$ cat src/rtl/addr_decode_ctrl.sv
// Registered address decoder / slave-select controller for the peripheral bus.
// Decodes the top SEL_BITS of a requested address into a one-hot slave select.
// The select is held until that slave reports ready. Unmapped slots raise
// dec_err, and stalled transactions are aborted with timeout_err.
//
// state     | meaning
// ----------+---------------------------------------------------------------
// ST_IDLE   | no transaction; S_sel low; req/input_addr are decoded
// ST_ACTIVE | slave selected; waiting for its ready or for the timeout
// ST_ERR    | single dec_err cycle; a req here is decoded as in ST_IDLE
module addr_decode_ctrl #(
  parameter int ADDR_W     = 8,
  parameter int SEL_BITS   = 3,
  parameter int NUM_SLAVES = 8,
  parameter int TIMEOUT    = 16
) (
  input  logic                  clk,
  input  logic                  reset,
  input  logic                  req,
  input  logic [ADDR_W-1:0]     input_addr,
  input  logic [NUM_SLAVES-1:0] s_ready,
  output logic [NUM_SLAVES-1:0] S_sel,
  output logic                  busy,
  output logic                  done,
  output logic                  dec_err,
  output logic                  timeout_err,
  output logic [ADDR_W-1:0]     err_addr
);

  localparam int CNT_W = (TIMEOUT > 0) ? $clog2(TIMEOUT + 1) : 1;
  localparam logic [CNT_W-1:0] CNT_LAST = (TIMEOUT > 0) ? CNT_W'(TIMEOUT - 1) : '0;
  localparam logic [CNT_W-1:0] CNT_MAX  = '1;

  typedef enum logic [1:0] {
    ST_IDLE   = 2'd0,
    ST_ACTIVE = 2'd1,
    ST_ERR    = 2'd2
  } state_t;

  state_t                state_q, state_d;
  logic [NUM_SLAVES-1:0] sel_d;
  logic                  busy_d, done_d, dec_err_d, timeout_err_d;
  logic [ADDR_W-1:0]     err_addr_d;
  logic [ADDR_W-1:0]     addr_q, addr_d;
  logic [CNT_W-1:0]      cnt_q, cnt_d;

  logic [SEL_BITS-1:0]   idx;
  logic                  idx_mapped;
  logic [NUM_SLAVES-1:0] idx_onehot;
  logic                  sel_ready;
  logic                  cnt_expired;

  assign idx         = input_addr[ADDR_W-1 -: SEL_BITS];
  assign idx_mapped  = ({1'b0, idx} < (SEL_BITS + 1)'(NUM_SLAVES));
  assign idx_onehot  = NUM_SLAVES'(1) << idx;
  // S_sel itself holds the latched slave index as a one-hot mask.
  assign sel_ready   = |(s_ready & S_sel);
  assign cnt_expired = (TIMEOUT > 0) && (cnt_q == CNT_LAST);

  // Next-state and next-output decode; outputs are registered below.
  always_comb begin
    state_d       = state_q;
    sel_d         = S_sel;
    done_d        = 1'b0;
    dec_err_d     = 1'b0;
    timeout_err_d = 1'b0;
    err_addr_d    = err_addr;
    addr_d        = addr_q;
    cnt_d         = cnt_q;

    case (state_q)
      // ERR always leaves after one cycle; a req in that cycle is taken so
      // back-to-back requests behave the same after any pulse.
      ST_IDLE, ST_ERR: begin
        state_d = ST_IDLE;
        sel_d   = '0;
        if (req) begin
          if (idx_mapped) begin
            state_d = ST_ACTIVE;
            sel_d   = idx_onehot;
            addr_d  = input_addr;
            cnt_d   = '0;
          end else begin
            state_d    = ST_ERR;
            dec_err_d  = 1'b1;
            err_addr_d = input_addr;
          end
        end
      end
      ST_ACTIVE: begin
        // Ready takes priority over an expiring timeout on the same edge.
        if (sel_ready) begin
          state_d = ST_IDLE;
          sel_d   = '0;
          done_d  = 1'b1;
          cnt_d   = '0;
        end else if (cnt_expired) begin
          state_d       = ST_IDLE;
          sel_d         = '0;
          timeout_err_d = 1'b1;
          err_addr_d    = addr_q;
          cnt_d         = '0;
        end else if (cnt_q != CNT_MAX) begin
          cnt_d = cnt_q + CNT_W'(1);
        end
      end
      default: begin
        state_d = ST_IDLE;
        sel_d   = '0;
      end
    endcase

    busy_d = (state_d == ST_ACTIVE) || (state_d == ST_ERR);
  end

  // State, counter and registered outputs with synchronous reset.
  always_ff @(posedge clk) begin
    if (reset) begin
      state_q     <= ST_IDLE;
      S_sel       <= '0;
      busy        <= 1'b0;
      done        <= 1'b0;
      dec_err     <= 1'b0;
      timeout_err <= 1'b0;
      err_addr    <= '0;
      addr_q      <= '0;
      cnt_q       <= '0;
    end else begin
      state_q     <= state_d;
      S_sel       <= sel_d;
      busy        <= busy_d;
      done        <= done_d;
      dec_err     <= dec_err_d;
      timeout_err <= timeout_err_d;
      err_addr    <= err_addr_d;
      addr_q      <= addr_d;
      cnt_q       <= cnt_d;
    end
  end

endmodule
$ cat config.mk
export PLATFORM = sky130hd
export DESIGN_NAME = addr_decode_ctrl
export DESIGN_NICKNAME = d
export VERILOG_FILES = /design/src/rtl/addr_decode_ctrl.sv
export SDC_FILE = /design/constraint.sdc
export NUM_CORES = 1
export LEC_CHECK = 0
export BUFFER_PORTS_ARGS = -buffer_cell sky130_fd_sc_hd__buf_4
export CAP_MARGIN = 10
export CORE_MARGIN = 2
export CORE_UTILIZATION = 45
export DETAILED_ROUTE_END_ITERATION = 8
export PLACE_DENSITY = 0.74
export REMOVE_ABC_BUFFERS = 1
export SYNTH_ARGS = -nofsm -noshare
export SYNTH_HDL_FRONTEND = slang
export SYNTH_SLANG_ARGS = --single-unit
$ cat constraint.sdc
create_clock -name clk -period 1.4 [get_ports clk]
set_input_delay 0.21 -clock clk [delete_from_list [all_inputs] [get_ports clk]]
set_output_delay 0.21 -clock clk [all_outputs]
set_load 0.03 [all_outputs]
=== After elaboration in Yosys (flattened, before gate mapping) ===
Cells that the tools add are included.

* Register bits after elaboration: 34
* Latch bits: 0
* RAM bits: 0
* ROM bits: 0
* Input bits: 19
* Word-level logic and storage cells: 47
* Memories: 0

* $add $sub $neg: 1
* $mul: 0
* Divide/modulo/power cells: 0
* Order comparisons: 0
* Equal/unequal tests: 9
* Shift-type cells: 1
* Muxes and demuxes: 15
* Bitwise logic cells: 3
* Reductions and logical operators: 10

{| class="wikitable"
|+ Operators by type and width
! operator !! count
|-
| two-way mux 8 bit || 3
|-
| two-way mux 5 bit || 4
|-
| one-hot mux 8 bit (2 select lines) || 1
|-
| one-hot mux 5 bit (2 select lines) || 1
|-
| OR reduction 10 bit || 1
|-
| bitwise AND 8 bit || 1
|-
| OR reduction 8 bit || 1
|-
| left shift 1 x 3 -> 8 bit (first input constant) || 1
|-
| AND reduction 3 bit || 2
|-
| adder 5 x 1 -> 5 bit (second input constant) || 1
|-
| == test 5 x 4 -> 1 bit (second input constant) || 1
|-
| inequality test 5 bit (second input constant) || 1
|-
| == test 2 x 1 -> 1 bit (second input constant) || 2
|-
| == test 2 bit (second input constant) || 2
|-
| two-way mux 2 bit || 2
|-
| inequality test 4 bit (second input constant) || 1
|-
| one-hot mux 2 bit (2 select lines) || 1
|-
| OR reduction 2 bit || 2
|-
| two-way mux 1 bit || 3
|-
| inequality test 3 bit (second input constant) || 1
|-
| logical NOT 2 bit || 1
|-
| inequality test 2 bit (second input constant) || 1
|-
| NOT 1 bit || 2
|-
| AND reduction 2 bit || 1
|-
| other kinds (2) || 2
|}

=== Longest topological paths before layout ===
Gate-level depths: netlist (run 1).

* Depth after elaboration: 6
* Gate-level depth with buffers: 6
* Mapped depth without buffers: 6

=== Worst setup path after synthesis (run 1) ===
OpenSTA, ideal clock, no wires.

* Path kind: register to register
* Start: register S_sel[0]
* End: register err_addr[0]
* Library setup time: 0.128 ns
* Arrival: 1.448 ns
* Data required time: 1.272 ns
* Slack: -0.175 ns
* Stages on the path, launching flop included: 7
* Path through: dfxtp_1 > a22oi_1 > nand3_2 > nor4_4 > buf_6 > mux2i_1 > nor2_1

* Longest elaborated chain between the ends: 4

{| class="wikitable"
|+ RTL lines
! what !! RTL line !! text
|-
| start: declaration || 22 || <nowiki>output logic [NUM_SLAVES-1:0] S_sel,</nowiki>
|-
| start signal: assignment || 130 || <nowiki>S_sel <= sel_d;</nowiki>
|-
| bitwise AND 8 bit || 57 || <nowiki>assign sel_ready = |(s_ready & S_sel);</nowiki>
|-
| OR reduction 8 bit || 57 ||
|-
| NOT 1 bit (no source line) || - ||
|-
| AND reduction 3 bit (no source line) || - ||
|-
| end signal: assignment || 135 || <nowiki>err_addr <= err_addr_d;</nowiki>
|-
| end: declaration || 27 || <nowiki>output logic [ADDR_W-1:0] err_addr</nowiki>
|}

No other way between the ends.
A chain may end at the register's enable or synchronous reset.

=== Worst setup path after layout (run 1) ===
* Start: register state_q[1]
* End: register err_addr[5]

* Longest elaborated chain between the ends: 2

{| class="wikitable"
|+ RTL lines
! what !! RTL line !! text
|-
| start: declaration || 40 || <nowiki>state_t state_q, state_d;</nowiki>
|-
| start signal: assignment || 129 || <nowiki>state_q <= state_d;</nowiki>
|-
| == test 2 x 1 -> 1 bit || 71 || <nowiki>case (state_q)</nowiki>
|-
| AND reduction 3 bit (no source line) || - ||
|}

No other way between the ends.

==> results.sh, run 1 <==
export IMPL_ant_nets=0
export IMPL_ys_types=34
export IMPL_vdd_drop_max_uv=720
export IMPL_syn2layout_area_growth_pct=49.3
export IMPL_finalCritPeriodShare_pct=111
export IMPL_clkSinkCount=34
export IMPL_cts_tree="built"
export IMPL_synth_cells=142
export IMPL_period_needed_ns=1.55
export IMPL_yosysTopAreaCell="dfxtp_1"
export IMPL_dr_total_vias=1292
export IMPL_core_area_um2=2810
export IMPL_skew_ns=0.00768
export IMPL_drt_initial_drc_count=59
export IMPL_io_buffers=37
export IMPL_violations="DRC, setup timing"
export IMPL_hpwl_mm=2.67
export IMPL_gp_congestion=0.852
export IMPL_synth_top_area_share_pct=50.3
export IMPL_ff_latch_area_um2=686
export IMPL_worstSetupPathType="reg -> reg"
export IMPL_yosys_top_cells_area="dfxtp_1 50%, nand2_1 6.1%, mux2i_1 5.9%"
export IMPL_finalHoldViolations=0
export IMPL_grt_max_degree=19
export IMPL_yosysWarnings=0
export IMPL_worstPathRequired_ns=1.63
export IMPL_finalSetupTns_ns=-1.83
export IMPL_maxSlewViolCount=0
export IMPL_power_density_nw_per_um2=888
export IMPL_vias_per_cell=5.41
export IMPL_numCtsBuffers=5
export IMPL_diodes=0
export IMPL_yosysSeqAreaShare_pct=50.3
export IMPL_async_flop_share_pct=0
export IMPL_firstDrtPassIters=6
export IMPL_crit_path_start_kind="flop"
export IMPL_drc=2
export IMPL_path_max_fanout=9
export IMPL_hold_class="in -> reg"
export IMPL_synth_most_common_cell="dfxtp_1"
export IMPL_wire_per_inst_um=15.3
export IMPL_rsz0062_at_grt="yes"
export IMPL_fp_dieW_um=58.8
export IMPL_synth_common_cells="34 x dfxtp_1, 22 x nand2_1, 14 x a21oi_1"
export IMPL_initial_core_util_pct=48.2
export IMPL_fill_cells=224
export IMPL_num_rows=19
export IMPL_synthFlopType="dfxtp_1"
export IMPL_fp_dieH_um=58.8
export IMPL_dp_slack_ns=-0.264
export IMPL_clock_latency_ns=0.34
export IMPL_status="finished, violations left"
export IMPL_synth_edf_count=0
export IMPL_maxCapViolCount=0
export IMPL_cp_data_arrival_time_ns=1.78
export IMPL_layout_nets=229
export IMPL_finalSetupViolCount=22
export IMPL_p_leak_uw=0.000839
export IMPL_grtUsageTotal_pct=23.7
export IMPL_die_area_um2=3460
export IMPL_drt_total_wl_mm=3.65
export IMPL_clock_path_buffers=2
export IMPL_grt_pass1_vias=1313
export IMPL_antenna_found_initial=0
export IMPL_overflow=0
export IMPL_ctsRootBufferMaster="clkbuf_4"
export IMPL_synth_seq_cells=34
export IMPL_clk_pin_slew_worst_paths_ns=0.09
export IMPL_multi_input_area_um2=709
export IMPL_syn_avg_cell_area_um2=9.52
export IMPL_worstSetupEndpointType="flop"
export IMPL_fmax_ghz=0.645
export IMPL_synth_area_um2=1350
export IMPL_fin_ws_ns=-0.150
export IMPL_io_pins=39
export IMPL_final_layout_size_suffix_gt1_share_pct=44.7
export IMPL_grt_pass1_wl_mm=6.02
export IMPL_cts_max_level=2
state kept, by name, summed over array words and instances, names as in the netlist:
| register | count |
|---|---|
| cnt_q | 5 |
| state_q | 2 |
| err_addr | 8 |
| timeout_err | 1 |
| addr_q | 8 |
| busy | 1 |
| done | 1 |
| S_sel | 8 |
layout make-up:
cell class / count / area share (%)
multi-input cells: 100 / 35.1
inverters: 2 / 0.372
clock buffers: 6 / 2.54
well taps: 31 / 1.92
flip-flops and latches: 34 / 34.0
repair buffers: 66 / 26.1
power breakdown:
group / internal [µW] / total [µW] / switching [µW]
Clock: 226 / 543 / 317
Sequential: 993 / 1010 / 13.9
Combinational: 118 / 244 / 126
timing repair:
item / CTS / global route
gates resized for setup: 22 / 5
hold buffers: 0 / 0
pin swaps: 8 / 8
cloned: 0 / 0
setup endpoints to repair: 23 / 24
hold endpoints to repair: 0 / 0
buffers inserted: 5 / 1
cell families (layout without fill, tap and decap cells):
kind of cell | after synthesis | in the layout | share of synthesized area, %
mux | 8 | 8 | 5.92
other cells | 1 | 2 | 0.277
buf+inv | 9 | 74 | 3.33
fa+ha+maj | 1 | 1 | 0.925
flops | 34 | 34 | 50.3
compound gates | 34 | 34 | 17.2
simple gates | 55 | 55 | 22.0
cell usage in the layout, fill, tap and decap left out, drive strengths merged, types with 3 or more instances in the layout:
cell    Yosys  layout
buf         4      66
dfxtp      34      34
nand2      22      22
a21oi      14      14
nor2       14      14
mux2i       8       8
clkbuf      3       6
a22o        4       4
a32o        4       4
a22oi       3       3
o21ai       3       3
nand3       3       3
through the flow:
stage	std cells	hold slack (ns)	area (µm²)	utilization (%)	total power (µW)
floorplan	136	0.279	1320	-	1120
global placement	227	0.442	1820	64.9	1230
detailed placement	227	0.457	1820	64.9	1240
CTS	238	0.113	2000	71.1	1800
global route	239	0.118	2020	72.0	1860
finish	239	0.118	2020	72.0	1790
path summary, 6_finish.rpt:
check                    startpoint                        to  slack [ns]  cells after the start
max           state_q[1]$_SDFF_PP0_  err_addr[5]$_SDFFE_PP0P_       -0.15                      6
min                   input_addr[3]    addr_q[3]$_SDFFE_PP0P_        0.12                      3
max reg2reg   state_q[1]$_SDFF_PP0_  err_addr[5]$_SDFFE_PP0P_       -0.15                      6
min reg2reg  addr_q[0]$_SDFFE_PP0P_    addr_q[0]$_SDFFE_PP0P_        0.47                      2
critical path, stage by stage (launching register included):
cell,delay (ns)
dfxtp_1,0.31
nand2b_4,0.13
a221o_2,0.35
nor4_4,0.20
buf_12,0.18
mux2i_1,0.21
nor2_1,0.06
routing by layer:
metal	vias up	GRT usage [%]	part of all wire [%]
li1	632	-	-
met1	623	28.7	40
met2	31	39.8	54
met3	6	7.03	3.9
met4	0	8.12	1.4
met5	-	0	0
Power figures use the tool's default switching activity.
==> run 2: changes to the inputs <==
- SKIP_CTS_REPAIR_TIMING: default -> 1
==> results.sh, run 2 (synthesized netlist as in run 1, its figures left out) <==
export IMPL_diodes=0
export IMPL_fin_ws_ns=-0.271
export IMPL_cts_max_level=2
export IMPL_crit_path_start_kind="flop"
export IMPL_wire_per_inst_um=16.3
export IMPL_layout_commonest_cell="buf_4"
export IMPL_ant_nets=0
export IMPL_top_regs="S_sel: 8 flops, addr_q: 8 flops, err_addr: 8 flops"
export IMPL_num_rows=19
export IMPL_final_layout_size_suffix_gt1_share_pct=42.6
export IMPL_initial_core_util_pct=48.2
export IMPL_period_needed_ns=1.67
export IMPL_crit_path_cell_trace="nand2b_4, a221o_2, nor4_4, buf_12, mux2i_1, nor2_1"
export IMPL_grt_pass1_wl_mm=5.73
export IMPL_clkSinkCount=34
export IMPL_drt_total_wl_mm=3.91
export IMPL_power_density_nw_per_um2=902
export IMPL_io_pins=39
export IMPL_hpwl_mm=2.67
export IMPL_dp_cells=227
export IMPL_slowest_delay_ns=0.36
export IMPL_gp_congestion=0.852
export IMPL_cts_tree="built"
export IMPL_power_uw=1800
export IMPL_finalSetupViolCount=25
export IMPL_dpl_instance_area_um2=1820
export IMPL_stdcell_area_um2=1990
export IMPL_die_area_um2=3460
export IMPL_path_max_fanout=9
export IMPL_numCtsBuffers=5
export IMPL_grt_pass1_vias=1264
export IMPL_antenna_found_initial=0
export IMPL_clock_latency_ns=0.34
export IMPL_cp_slowest_cell="a221o_2"
export IMPL_mostFrequentLayoutCells="65 x buf_4, 32 x dfxtp_1, 22 x nand2_1"
export IMPL_rsz0062_at_grt="yes"
export IMPL_fill_cells=235
export IMPL_ctsRootBufferMaster="clkbuf_4"
export IMPL_status="finished, violations left"
export IMPL_io_buffers=37
export IMPL_skew_ns=0.00979
export IMPL_overflow=0
export IMPL_finalSetupTns_ns=-4.56
export IMPL_layout_nets=230
export IMPL_vias_per_cell=5.52
export IMPL_p_leak_uw=0.000832
export IMPL_maxSlewViolCount=0
export IMPL_fp_dieW_um=58.8
export IMPL_dr_total_vias=1324
export IMPL_worstSetupEndpointType="flop"
export IMPL_grtUsageTotal_pct=22.5
export IMPL_violations="DRC, setup timing"
export IMPL_fp_dieH_um=58.8
export IMPL_drt_initial_drc_count=71
export IMPL_firstDrtPassIters=6
export IMPL_cp_data_arrival_time_ns=1.90
export IMPL_fin_cells=240
export IMPL_clk_pin_slew_worst_paths_ns=0.09
export IMPL_worstPathRequired_ns=1.63
export IMPL_worstSetupPathType="reg -> reg"
export IMPL_maxCapViolCount=0
export IMPL_syn2layout_area_growth_pct=47.2
export IMPL_core_area_um2=2810
export IMPL_fmax_ghz=0.598
export IMPL_drc=2
export IMPL_hold_class="in -> reg"
export IMPL_vdd_drop_max_uv=726
export IMPL_grt_max_degree=19
export IMPL_clock_path_buffers=2
export IMPL_finalCritPeriodShare_pct=119
export IMPL_finalHoldViolations=0
## run 2: changes by cell type in the layout (fill, tap and decap cells not counted), sizes merged
| cell | before | now |
|---|---|---|
| buf | 66 | 67 |
## run 2: final timing paths
| check | from | end | slack [ns] | depth (start not counted) |
|---|---|---|---|---|
| max | state_q[1]$_SDFF_PP0_ | err_addr[5]$_SDFFE_PP0P_ | -0.27 | 6 |
| min | input_addr[3] | addr_q[3]$_SDFFE_PP0P_ | 0.11 | 3 |
| max reg2reg | state_q[1]$_SDFF_PP0_ | err_addr[5]$_SDFFE_PP0P_ | -0.27 | 6 |
| min reg2reg | addr_q[0]$_SDFFE_PP0P_ | addr_q[0]$_SDFFE_PP0P_ | 0.47 | 2 |
## run 2: area by class of cell
cell class,count,area [µm²],area share [%]
multi-input cells,100,691,34.7
flip-flops and latches,34,683,34.3
repair buffers,67,519,26.1
clock buffers,6,51.3,2.58
well taps,31,38.8,1.95
inverters,2,7.51,0.377
## run 2: report_power, final
group          switching (µW)  internal (µW)  leakage (µW)
Combinational             125            114      0.000525
Sequential               14.0            992      0.000277
Clock                     323            226     0.0000302
## run 2: critical path: cells and delay by family, from the launching register on
kind	cells	cell delay, ns
simple gates	3	0.49
flops	1	0.31
mux	1	0.21
compound gates	1	0.36
buf+inv	1	0.18
## run 2: through the flow
| step | hold WS, ns | util (%) | setup slack (ns) |
|---|---|---|---|
| 6_report | 0.115 | 71.0 | -0.271 |
| 5_1_grt | 0.118 | 71.0 | -0.337 |
| 4_1_cts | 0.113 | 66.7 | -0.292 |
| 3_5_place_dp | 0.457 | 64.9 | -0.264 |
| 3_3_place_gp | 0.442 | 64.9 | -0.239 |
| 2_1_floorplan | 0.279 | - | -0.366 |
## run 2: routing by layer
layer	up-vias	share of wire [%]	global-route usage, %
li1	633	-	-
met1	622	40	28.0
met2	56	53	36.5
met3	13	4.8	7.03
met4	0	2.4	8.12
met5	-	0	0
==> run 3: changes to the inputs <==
- CORE_UTILIZATION: 45 -> 50
- PLACE_DENSITY: 0.74 -> 0.77
- REMOVE_ABC_BUFFERS: 1 -> default
- clock period: 1.4 -> 1.6 ns (I/O delays scaled with it)
==> results.sh, run 3 (synthesized netlist as in run 1, its figures left out) <==
export IMPL_io_pins=39
export IMPL_cts_max_level=2
export IMPL_crit_path_start_kind="flop"
export IMPL_switching_share_pct=25.6
export IMPL_slowest_delay_ns=0.37
export IMPL_crit_path_start="cnt_q[1]$_SDFFE_PP0P_"
export IMPL_worstHoldPathCells=3
export IMPL_hpwl_mm=2.20
export IMPL_crit_path_cell_trace="ha_1, nand3_2, nor4_4, buf_12, mux2i_2, nor2_1"
export IMPL_ant_nets=0
export IMPL_overflow=0
export IMPL_power_density_nw_per_um2=866
export IMPL_path_max_fanout=9
export IMPL_final_layout_size_suffix_gt1_share_pct=33.7
export IMPL_layout_nets=209
export IMPL_top_regs="S_sel: 8 flops, addr_q: 8 flops, err_addr: 8 flops"
export IMPL_seq_power_share_pct=56.7
export IMPL_grt_pass1_wl_mm=5.21
export IMPL_fp_dieH_um=56.0
export IMPL_wire_per_inst_um=13.8
export IMPL_period_needed_ns=1.61
export IMPL_regToRegStartpoint="cnt_q[1]$_SDFFE_PP0P_"
export IMPL_worstPathRequired_ns=1.83
export IMPL_cp_data_arrival_time_ns=1.83
export IMPL_r2r_end="err_addr[4]$_SDFFE_PP0P_"
export IMPL_min_to="addr_q[0]$_SDFFE_PP0P_"
export IMPL_numCtsBuffers=5
export IMPL_initial_core_util_pct=53.6
export IMPL_internal_power_uw=1150
export IMPL_ctsRootBufferMaster="clkbuf_4"
export IMPL_gp_congestion=0.809
export IMPL_skew_ns=0.00992
export IMPL_drt_initial_drc_count=35
export IMPL_fill_cells=201
export IMPL_dp_slack_ns=-0.0128
export IMPL_worstSetupEndpointType="flop"
export IMPL_finalHoldViolations=0
export IMPL_layout_commonest_cell="buf_4"
export IMPL_syn2layout_area_growth_pct=32.6
export IMPL_ff_latch_area_um2=682
export IMPL_maxSlewViolCount=0
export IMPL_dp_cells=211
export IMPL_mostFrequentLayoutCells="45 x buf_4, 33 x dfxtp_1, 22 x nand2_1"
export IMPL_antenna_found_initial=0
export IMPL_fin_cells=220
export IMPL_maxCapViolCount=0
export IMPL_pwr_share_comb_pct=10.7
export IMPL_firstDrtPassIters=4
export IMPL_clock_latency_ns=0.35
export IMPL_fp_dieW_um=56.0
export IMPL_status="finished, violations left"
export IMPL_p_leak_uw=0.000731
export IMPL_fin_ws_ns=-0.00594
export IMPL_dr_total_vias=1199
export IMPL_finalCritPeriodShare_pct=100
export IMPL_num_rows=18
export IMPL_drt_total_wl_mm=3.03
export IMPL_die_area_um2=3140
export IMPL_reg2regPathDepth=6
export IMPL_io_buffers=37
export IMPL_rsz0062_at_grt="yes"
export IMPL_violations="setup timing"
export IMPL_post_route_util_pct=71.1
export IMPL_clk_pin_slew_worst_paths_ns=0.10
export IMPL_cp_slowest_cell="dfxtp_1"
export IMPL_dpl_instance_area_um2=1710
export IMPL_clock_path_buffers=2
export IMPL_finalSetupViolCount=2
export IMPL_stdcell_area_um2=1790
export IMPL_diodes=0
export IMPL_clkSinkCount=34
export IMPL_cts_tree="built"
export IMPL_grt_max_degree=31
export IMPL_power_switching_uw=398
export IMPL_r2r_slack_ns=-0.006
export IMPL_hold_class="in -> reg"
export IMPL_grtUsageTotal_pct=21.3
export IMPL_vias_per_cell=5.45
export IMPL_worstSetupPathType="reg -> reg"
export IMPL_fmax_ghz=0.623
export IMPL_vdd_drop_max_uv=745
export IMPL_drc=0
export IMPL_p_clk_share_pct=32.6
export IMPL_power_uw=1550
export IMPL_worstHoldStart="input_addr[0]"
export IMPL_core_area_um2=2520
export IMPL_grt_pass1_vias=1164
export IMPL_multi_input_area_um2=644
-- run 3: cell types whose count changed in the layout (fill, tap and decap cells not counted), moves of 2 or more --
cell / previous run / this run
a22oi_1: 1 / 3
a22oi_2: 2 / 0
buf_4: 65 / 45
nor2_4: 2 / 0
o21ai_0: 1 / 3
o21ai_1: 2 / 0
-- run 3: metal layers --
layer | GRT usage, % | routed length (µm) | up-vias
met5 | 0 | 0 | -
met4 | 13.6 | 73 | 0
met3 | 5.35 | 114 | 8
met2 | 33.8 | 1510 | 23
met1 | 25.3 | 1330 | 572
li1 | - | - | 596
-- run 3: how the worst max path moves through the flow --
stage,endpoint,slack (ns),cells past startpoint
final,err_addr[4]$_SDFFE_PP0P_,-0.006,6
after global routing,err_addr[4]$_SDFFE_PP0P_,-0.07,6
after CTS,err_addr[1]$_SDFFE_PP0P_,-0.02,6
after detailed placement,err_addr[7]$_SDFFE_PP0P_,-0.01,6
after global placement,S_sel[1]$_SDFFE_PP0P_,0.05,6
after floorplan,err_addr[0]$_SDFFE_PP0P_,0.02,6
-- run 3: layout make-up --
class	instances	share of cell area, %
Inverter	2	0.419
Sequential cell	34	38.0
Clock buffer	6	2.86
Clock inverter	2	0.698
Multi-Input combinational cell	100	35.9
Tap cell	30	2.09
Timing Repair Buffer	46	20.0
-- run 3: power groups by stage --
stage	sequential, µW	combinational, µW	clock (µW)
finish	880	166	505
floorplan	909	79.7	0
detailed placement	900	162	0
global route	884	183	555
global placement	899	159	0
CTS	880	163	516
-- run 3: critical path, delay by kind of cell, from the launching register on --
kind / cells / cell delay (ns)
buffers and inverters: 1 / 0.18
and+or+nand+nor: 3 / 0.54
DFF: 1 / 0.37
muxes: 1 / 0.19
adders and majority gates: 1 / 0.21
-- run 3: metrics by stage --
step | TNS [ns] | hold slack (ns)
3_5_place_dp | -0.0395 | 0.451
4_1_cts | -0.110 | 0.126
5_1_grt | -0.528 | 0.138
6_report | -0.00837 | 0.131
2_1_floorplan | 0 | 0.376
3_3_place_gp | 0 | 0.442
